[src/rtl/ret_addr_stack_ctrl_pkg.sv]
// Shared constants for the return-address stack controller: state encodings,
// default geometry and the operation-type flag values.
package ret_addr_stack_ctrl_pkg;

    localparam int RAS_DEPTH  = 8;
    localparam int RAS_ADDR_W = 16;
    localparam int RAS_CNT_W  = 4;

    localparam logic [2:0] ST_IDLE  = 3'd0;
    localparam logic [2:0] ST_PUSH  = 3'd1;
    localparam logic [2:0] ST_POP   = 3'd2;
    localparam logic [2:0] ST_ACK   = 3'd3;
    localparam logic [2:0] ST_ERROR = 3'd4;

    localparam logic OP_CALL = 1'b0;
    localparam logic OP_RET  = 1'b1;

endpackage

[src/rtl/ret_addr_stack_ctrl_if.sv]
// Decoder-to-RAS bundle: CALL/RET request handshake, popped address, stack
// FSM strobes and the sticky status flags.
interface ret_addr_stack_ctrl_if
    import ret_addr_stack_ctrl_pkg::*;
#(
    parameter int ADDR_W = RAS_ADDR_W,
    parameter int CNT_W  = RAS_CNT_W
);

    logic              CallReq;
    logic              RetReq;
    logic [ADDR_W-1:0] CallAddr;
    logic              Ack;
    logic              RetValid;
    logic [ADDR_W-1:0] RetAddr;
    logic              PushEnbl;
    logic              PopEnbl;
    logic [CNT_W-1:0]  Depth;
    logic              Overflow;
    logic              Underflow;
    logic              Error;

    modport master (
        output CallReq, RetReq, CallAddr,
        input  Ack, RetValid, RetAddr, PushEnbl, PopEnbl,
        input  Depth, Overflow, Underflow, Error
    );

    modport slave (
        input  CallReq, RetReq, CallAddr,
        output Ack, RetValid, RetAddr, PushEnbl, PopEnbl,
        output Depth, Overflow, Underflow, Error
    );

endinterface

[src/rtl/ret_addr_stack_ctrl_ras_storage.sv]
// Return-address register file: one synchronous write port and one registered
// read port. Contents are deliberately not reset.
module ras_storage
#(
    parameter  int DEPTH  = 8,
    parameter  int ADDR_W = 16,
    localparam int IDX_W  = $clog2(DEPTH)
)
(
    input  logic              clk,
    input  logic              wr_en,
    input  logic [IDX_W-1:0]  wr_idx,
    input  logic [ADDR_W-1:0] wr_data,
    input  logic              rd_en,
    input  logic [IDX_W-1:0]  rd_idx,
    output logic [ADDR_W-1:0] rd_data
);

    logic [ADDR_W-1:0] mem_r [DEPTH];
    logic [ADDR_W-1:0] rd_data_r;

    // Write port.
    always_ff @(posedge clk) begin
        if (wr_en) begin
            mem_r[wr_idx] <= wr_data;
        end
    end

    // Registered read port; holds its last value when not enabled.
    always_ff @(posedge clk) begin
        if (rd_en) begin
            rd_data_r <= mem_r[rd_idx];
        end
    end

    assign rd_data = rd_data_r;

endmodule

[src/rtl/ret_addr_stack_ctrl.sv]
// Return-address stack sequencer: accepts CALL/RET requests, owns the LIFO
// storage, drives the stack FSM strobes and latches overflow/underflow traps.
module ret_addr_stack_ctrl
    import ret_addr_stack_ctrl_pkg::*;
#(
    parameter int DEPTH  = RAS_DEPTH,
    parameter int ADDR_W = RAS_ADDR_W,
    parameter int CNT_W  = RAS_CNT_W
)
(
    input logic                 Clk,
    input logic                 Reset,
    ret_addr_stack_ctrl_if.slave bus
);

    localparam int               IDX_W   = $clog2(DEPTH);
    localparam logic [CNT_W-1:0] DEPTH_C = CNT_W'(DEPTH);
    localparam logic [CNT_W-1:0] ZERO_C  = {CNT_W{1'b0}};
    localparam logic [CNT_W-1:0] ONE_C   = CNT_W'(1);

    logic [2:0]        state_r;
    logic [2:0]        state_next_s;
    logic [CNT_W-1:0]  depth_r;
    logic              op_type_r;
    logic              op_type_s;
    logic              ovf_set_s;
    logic              unf_set_s;
    logic              ack_r;
    logic              ret_valid_r;
    logic              push_r;
    logic              pop_r;
    logic              ovf_r;
    logic              unf_r;
    logic              err_r;
    logic [ADDR_W-1:0] ret_addr_r;

    logic              rd_en_s;
    logic [IDX_W-1:0]  rd_idx_s;
    logic [IDX_W-1:0]  wr_idx_s;
    logic [ADDR_W-1:0] rd_data_s;

    // Next-state decode; overflow is caught here so the write index never wraps.
    always_comb begin
        state_next_s = state_r;
        ovf_set_s    = 1'b0;
        unf_set_s    = 1'b0;
        case (state_r)
            ST_IDLE: begin
                if (bus.CallReq && bus.RetReq) begin
                    state_next_s = ST_ERROR;
                end else if (bus.CallReq && (depth_r == DEPTH_C)) begin
                    state_next_s = ST_ERROR;
                    ovf_set_s    = 1'b1;
                end else if (bus.CallReq) begin
                    state_next_s = ST_PUSH;
                end else if (bus.RetReq && (depth_r == ZERO_C)) begin
                    state_next_s = ST_ERROR;
                    unf_set_s    = 1'b1;
                end else if (bus.RetReq) begin
                    state_next_s = ST_POP;
                end else begin
                    state_next_s = ST_IDLE;
                end
            end
            ST_PUSH:  state_next_s = ST_ACK;
            ST_POP:   state_next_s = ST_ACK;
            ST_ACK:   state_next_s = ST_IDLE;
            ST_ERROR: state_next_s = ST_ERROR;
            default:  state_next_s = ST_ERROR;
        endcase
    end

    // Type of the operation that will be acknowledged next.
    always_comb begin
        op_type_s = op_type_r;
        if (state_r == ST_PUSH) begin
            op_type_s = OP_CALL;
        end else if (state_r == ST_POP) begin
            op_type_s = OP_RET;
        end else begin
            op_type_s = op_type_r;
        end
    end

    // The storage read is launched in IDLE so its registered data is ready
    // during POP and captured into RetAddr at the end of that cycle.
    assign rd_en_s  = (state_r == ST_IDLE) && (state_next_s == ST_POP);
    assign rd_idx_s = depth_r[IDX_W-1:0] - IDX_W'(1);
    assign wr_idx_s = depth_r[IDX_W-1:0];

    ras_storage #(
        .DEPTH  (DEPTH),
        .ADDR_W (ADDR_W)
    ) u_storage (
        .clk     (Clk),
        .wr_en   (state_r == ST_PUSH),
        .wr_idx  (wr_idx_s),
        .wr_data (bus.CallAddr),
        .rd_en   (rd_en_s),
        .rd_idx  (rd_idx_s),
        .rd_data (rd_data_s)
    );

    // Control state, depth counter, registered outputs and sticky flags.
    always_ff @(posedge Clk) begin
        if (Reset) begin
            state_r     <= ST_IDLE;
            depth_r     <= ZERO_C;
            op_type_r   <= OP_CALL;
            ack_r       <= 1'b0;
            ret_valid_r <= 1'b0;
            push_r      <= 1'b0;
            pop_r       <= 1'b0;
            ovf_r       <= 1'b0;
            unf_r       <= 1'b0;
            err_r       <= 1'b0;
            ret_addr_r  <= {ADDR_W{1'b0}};
        end else begin
            state_r     <= state_next_s;
            op_type_r   <= op_type_s;
            push_r      <= (state_next_s == ST_PUSH);
            pop_r       <= (state_next_s == ST_POP);
            ack_r       <= (state_next_s == ST_ACK);
            ret_valid_r <= (state_next_s == ST_ACK) && (op_type_s == OP_RET);
            ovf_r       <= ovf_r | ovf_set_s;
            unf_r       <= unf_r | unf_set_s;
            err_r       <= err_r | (state_next_s == ST_ERROR);
            if (state_r == ST_PUSH) begin
                depth_r <= depth_r + ONE_C;
            end else if (state_r == ST_POP) begin
                depth_r    <= depth_r - ONE_C;
                ret_addr_r <= rd_data_s;
            end else begin
                depth_r <= depth_r;
            end
        end
    end

    assign bus.Ack       = ack_r;
    assign bus.RetValid  = ret_valid_r;
    assign bus.RetAddr   = ret_addr_r;
    assign bus.PushEnbl  = push_r;
    assign bus.PopEnbl   = pop_r;
    assign bus.Depth     = depth_r;
    assign bus.Overflow  = ovf_r;
    assign bus.Underflow = unf_r;
    assign bus.Error     = err_r;

endmodule

[src/flat_wrapper.sv]
// flat-port wrapper written by rule: the top's interface ports become plain ports
module ret_addr_stack_ctrl_flat import ret_addr_stack_ctrl_pkg::*;
#(
    parameter int DEPTH  = RAS_DEPTH,
    parameter int ADDR_W = RAS_ADDR_W,
    parameter int CNT_W  = RAS_CNT_W
)
  (Clk, Reset, bus_CallReq, bus_RetReq, bus_CallAddr, bus_Ack, bus_RetValid, bus_RetAddr, bus_PushEnbl, bus_PopEnbl, bus_Depth, bus_Overflow, bus_Underflow, bus_Error);
  ret_addr_stack_ctrl_if #(.ADDR_W(ADDR_W), .CNT_W(CNT_W)) bus_i ();
  input logic Clk;
  input logic Reset;
  input wire logic [$bits(bus_i.CallReq)-1:0] bus_CallReq;
  input wire logic [$bits(bus_i.RetReq)-1:0] bus_RetReq;
  input wire logic [$bits(bus_i.CallAddr)-1:0] bus_CallAddr;
  output wire logic [$bits(bus_i.Ack)-1:0] bus_Ack;
  output wire logic [$bits(bus_i.RetValid)-1:0] bus_RetValid;
  output wire logic [$bits(bus_i.RetAddr)-1:0] bus_RetAddr;
  output wire logic [$bits(bus_i.PushEnbl)-1:0] bus_PushEnbl;
  output wire logic [$bits(bus_i.PopEnbl)-1:0] bus_PopEnbl;
  output wire logic [$bits(bus_i.Depth)-1:0] bus_Depth;
  output wire logic [$bits(bus_i.Overflow)-1:0] bus_Overflow;
  output wire logic [$bits(bus_i.Underflow)-1:0] bus_Underflow;
  output wire logic [$bits(bus_i.Error)-1:0] bus_Error;
  assign bus_i.CallReq = bus_CallReq;
  assign bus_i.RetReq = bus_RetReq;
  assign bus_i.CallAddr = bus_CallAddr;
  assign bus_Ack = bus_i.Ack;
  assign bus_RetValid = bus_i.RetValid;
  assign bus_RetAddr = bus_i.RetAddr;
  assign bus_PushEnbl = bus_i.PushEnbl;
  assign bus_PopEnbl = bus_i.PopEnbl;
  assign bus_Depth = bus_i.Depth;
  assign bus_Overflow = bus_i.Overflow;
  assign bus_Underflow = bus_i.Underflow;
  assign bus_Error = bus_i.Error;
  ret_addr_stack_ctrl #(.DEPTH(DEPTH), .ADDR_W(ADDR_W), .CNT_W(CNT_W)) u_core (.Clk(Clk), .Reset(Reset), .bus(bus_i));
endmodule
[config.mk]
export PLATFORM = sky130hd
export DESIGN_NAME = ret_addr_stack_ctrl_flat
export DESIGN_NICKNAME = d
export VERILOG_FILES = /design/src/rtl/ret_addr_stack_ctrl_pkg.sv /design/src/rtl/ret_addr_stack_ctrl_if.sv /design/src/rtl/ret_addr_stack_ctrl_ras_storage.sv /design/src/rtl/ret_addr_stack_ctrl.sv /design/src/flat_wrapper.sv
export SDC_FILE = /design/constraint.sdc
export NUM_CORES = 1
export LEC_CHECK = 0
export CAP_MARGIN = 20
export CORE_MARGIN = 4
export CORE_UTILIZATION = 60
export CTS_BUF_LIST = sky130_fd_sc_hd__clkbuf_16
export DETAILED_ROUTE_END_ITERATION = 8
export PLACE_DENSITY = 0.81
export SLEW_MARGIN = 10
export SYNTH_ARGS = -nofsm -noshare
export SYNTH_HDL_FRONTEND = slang
export SYNTH_SLANG_ARGS = --single-unit
export TNS_END_PERCENT = 100
[constraint.sdc]
create_clock -name Clk -period 4.9 [get_ports Clk]
set_clock_uncertainty 0.15 [all_clocks]
set_input_delay 0.98 -clock Clk [delete_from_list [all_inputs] [get_ports Clk]]
set_output_delay 0.98 -clock Clk [all_outputs]
set_load 0.005 [all_outputs]
== Word-level counts from Yosys, hierarchy flattened ==
Memories as Yosys holds them, arrays and structs flattened. A register that Yosys moved wholly into a read port is not among the register bits.
Index checks and enable logic that the tools add are counted.
Word-level totals
  output and inout port bits: 27
  memories: 1
  RAM bits: 128
  bits of input ports: 20
  word-level logic and storage cells: 57
  bits in registers: 31
Operators by class
  bitwise operators: 4
  $add $sub $neg: 3
  reduce and logical (&&, ||, !) cells: 10
  muxes and demuxes: 20
  eq/ne operators: 8
Memories
  u_core.u_storage.mem_r: depth 8, width 16, rd ports 1, clocked after Yosys merged registers in 1, wr ports 1, line ret_addr_stack_ctrl_ras_storage.sv:19  | logic [ADDR_W-1:0] mem_r [DEPTH];
Operators by type and width (count)
  == test 3 x 2 -> 1 bit, second input constant: 4
  two-way mux 1 bit: 12
  two-way mux 3 bit: 4
  one-hot mux 3 bit (3 select lines): 1
  two-way mux 4 bit: 2
  == test 3 x 1 -> 1 bit, second input constant: 2
  logical AND 1 bit: 5
  adder 4 x 1 -> 4 bit, second input constant: 1
  == test 4 bit, second input constant: 1
  logical NOT 4 bit: 1
  subtractor 4 x 1 -> 4 bit, second input constant: 1
  == test 3 bit, second input constant: 1
  logical NOT 3 bit: 1
  bitwise OR 1 bit: 3
  subtractor 3 x 1 -> 3 bit, second input constant: 1
  two-way mux 2 bit: 1
  AND reduction 2 bit: 1
  nonzero test 2 bit: 1
  OR reduction 2 bit: 1
  NOT 1 bit: 1

== Logic depth before layout (Yosys ltp) ==
  word-level depth: 9
  gate-level depth with buffers: 7
  gate-level depth less buffers: 6

== Modules after synthesis ==
A second synthesis with hierarchy kept.
Unflattened totals
  cells, all modules: 365
  area total of the unflattened synthesis: 6785.3 um^2
By module, submodules not included
  ras_storage: cells an instance 214, area each 5454.0 um^2, times used 1, sequential area each 4324.1 um^2
  ret_addr_stack_ctrl: cells an instance 151, area each 1331.3 um^2, times used 1, sequential area each 600.6 um^2

== Worst setup path after synthesis ==
Ideal clock, no wire load.
  path type: register to register
  start point: register u_core.state_r[1]
  end point: memory u_core.u_storage.mem_r[0][0], enable pin
  path slack: 1926 ps
  library setup time: 430 ps
  data required time: 4320 ps
  arrival: 2394 ps
  cell stages (with the launch flop): 5
  buffers on the path: 1
  period minus slack after synthesis: 2974 ps
  cell sequence: dfxtp_1 -> buf_2 -> nor3b_2 -> inv_1 -> nor4_1
Between the ends
  longest elaborated chain between the ends: 3
Ends and longest elaborated chain
  start: declaration: line ret_addr_stack_ctrl.sv:21  | logic [2:0] state_r;
  start signal: assignment: line ret_addr_stack_ctrl.sv:119  | state_r <= state_next_s;
  == test 3 x 1 -> 1 bit: line ret_addr_stack_ctrl.sv:96  | .wr_en (state_r == ST_PUSH),
  two-way mux 1 bit: line ret_addr_stack_ctrl_ras_storage.sv:24  | if (wr_en) begin
  two-way mux 1 bit (implied by the code): line ret_addr_stack_ctrl_ras_storage.sv:25  | mem_r[wr_idx] <= wr_data;
  end: declaration: line ret_addr_stack_ctrl_ras_storage.sv:19
Every way passes these cells.

== Worst setup path in the final report ==
  start point: register u_core.depth_r[0], in the netlist u_core.bus.Depth[0]
  end point: output bus_Depth[0]
RTL lines
  start: declaration: line ret_addr_stack_ctrl.sv:23  | logic [CNT_W-1:0] depth_r;
  start signal: assignment: line ret_addr_stack_ctrl.sv:129  | depth_r <= depth_r + ONE_C;
  start signal: assignment: line ret_addr_stack_ctrl.sv:131  | depth_r <= depth_r - ONE_C;
  start signal: assignment: line ret_addr_stack_ctrl.sv:134  | depth_r <= depth_r;
  end: declaration: line flat_wrapper.sv:20  | output wire logic [$bits(bus_i.Depth)-1:0] bus_Depth;
No word-level cell between the ends.

==> metrics <==
status=finished, final reports clean; Finish-stage setup viols=0; Lkg Pwr=0.002528 uW; Min Hold Slack=0.3045 ns; via count=3457; Layout area overhead=18.96%; total grt overflow=0; syn_nets=385; CTS tree=done; Post-CTS Resized=0; Die Y=113.3 um; Yosys cell types=37; f_max=0.3206 GHz; RePlAce Congestion=0.7641; clock root buffer master=clkbuf_16; I/O Buffers=46; Initial Util=61.31%; Total Routing Usage GR=21.15%; vias per std cell=6.076; Seq/Total Area, Yosys=74.10%; Post-Syn Area=0.006646 mm^2; DR WL/cell=22.27 um; most frequent cells in the layout=edfxtp_1, clkdlybuf4s50_1, nand2_1; first-pass GRT wire length=19660 um; Slew Limit Fails=0; period utilization=63.65%; clk buf depth=2; crit path launch type=flip-flop; DR iter-0 viols=303; worst-path maximum fanout=41; power density cells=576.3 mW/mm^2; Worst-Skew Late Latency=0.42 ns; Synth top area share=65.06%; Setup crit end kind=output pin; ratio of cells with drive above 1 in the final layout=20.51%; Final Net Count=441; Max transition margin=30.87%; Critical Path AT=1.99 ns; Post-Route Setup TNS=0 ns; Worst-path clk slew=0.06 ns; hold_buf cts=0; post-route ant nets=0; # IOs=47; number of synthesized flops with an enable pin=144; Cells after Synth=360; Async S/R FF share, synth=0%; Post-CTS Setup Inserts=0; hold crit path type=reg2reg; final wirelength=12670 um; Final min period=3.119 ns; Worst Path Required=3.77 ns; Yosys Warn Count=0; Yosys reg bits=174; dpl hpwl=6954 um; synth top area cells=edfxtp_1, dfxtp_1, mux4_2; RSZ-0062 raised after global routing=false; Main synth FF type=edfxtp_1; drt pass-1 iters=5; cell taking the most area after synthesis=edfxtp_1; number of global-route vias before repair=3477; core area=0.01084 mm^2; Max-Cap Viols=0; Worst-Margin Slew=1.037 ns; WS Path Type=reg2out; Setup WS post-layout=1.781 ns; Peak VDD IR=0.0003749 V; # DRC=0; TritonCTS Sinks=174; initial antenna violation count=0; DIE WIDTH=113.3 um; n_diodes=0; die area=0.01283 mm^2; Hold Vio Cnt, Final=0; row count=38; cts bufs inserted=17; pin count of the biggest net entering global routing=42; synthesized area per cell=18.46 um^2; pre-CTS WS=1.895 ns; commonest non-fill, non-tap cell in the layout=edfxtp_1; CTS H-tree depth=4
[sequential cells by signal (all words and copies together), names as in the netlist]
register,cells
u_core.bus.Ack,1
u_core.bus.Depth,4
u_core.bus.Error,1
u_core.bus.Overflow,1
u_core.bus.PopEnbl,1
u_core.bus.PushEnbl,1
u_core.bus.RetAddr,16
u_core.bus.RetValid,1
u_core.bus.Underflow,1
u_core.state_r,3
u_core.u_storage.mem_r,128
u_core.u_storage.rd_data,16
[logic make-up after synthesis]
kind of cell / after synthesis / share of synthesized area [%]
DFF: 174 / 74.10
xor gates and xnor gates: 4 / 0.6402
AOI/OAI and AO/OA: 31 / 2.692
and+or+nand+nor: 72 / 5.309
adders and majority gates: 5 / 1.054
muxes: 49 / 14.18
buffers and inverters: 25 / 2.033
[power by group]
group,internal [uW],switching [uW],leakage [uW]
clock,843,529,0.000300
sequential,1790,106,0.00154
combinational,654,635,0.000687
total,3290,1270,0.00253
[Yosys cell counts, drive strengths merged (3+ instances only)]
cell type / number
nand2: 36
nor2: 13
mux2: 17
a21oi: 23
buf: 15
nor3: 4
inv: 6
edfxtp: 144
dfxtp: 30
nand3: 4
nand4b: 3
clkbuf: 4
mux4: 32
nor3b: 3
ha: 4
[per-layer routing]
layer	GRT usage (%)	part of all wire, %	vias up
met3	4.973	5.6	19
li1	-	-	1531
met1	28.21	41	1773
met2	34.48	51	134
met5	0	0	-
met4	7.853	1.5	0
[critical path: stages (launching register included)]
cell and delay (ns):
dfxtp_2 0.33, buf_4 0.58, clkdlybuf4s50_1 0.64
[through the flow]
| stage | util, % | power [uW] | cell area, um^2 | instances |
|---|---|---|---|---|
| 3_5_place_dp | 67.20 | 3193 | 7284 | 536 |
| 2_1_floorplan | - | 2812 | 6646 | 360 |
| 6_report | 72.93 | 4556 | 7906 | 569 |
| 5_1_grt | 72.93 | 4756 | 7906 | 569 |
| 3_3_place_gp | 67.06 | 3119 | 7269 | 535 |
| 4_1_cts | 72.80 | 4579 | 7891 | 568 |
[layout make-up]
cell class | instances | area, um^2
flip-flops and latches | 174 | 4926
inverters | 6 | 22.52
clock buffers | 17 | 425.4
repair buffers | 56 | 550.5
multi-input cells | 161 | 1625
clock inverters | 15 | 181.4
well taps | 140 | 175.2
fillers | 632 | 2934
[worst paths after layout]
kind / endpoint / startpoint / depth (start not counted) / slack [ns]
setup / recovery: bus_Depth[0] / u_core.bus.Depth[0] / 2 / 1.78
hold / removal: u_core.bus.Error / u_core.bus.Error / 2 / 0.30
setup reg to reg: u_core.u_storage.rd_data[9] / u_core.bus.Depth[1] / 5 / 1.82
hold reg to reg: u_core.bus.Error / u_core.bus.Error / 2 / 0.30
Note: power is estimated with default switching activity, not from simulation.
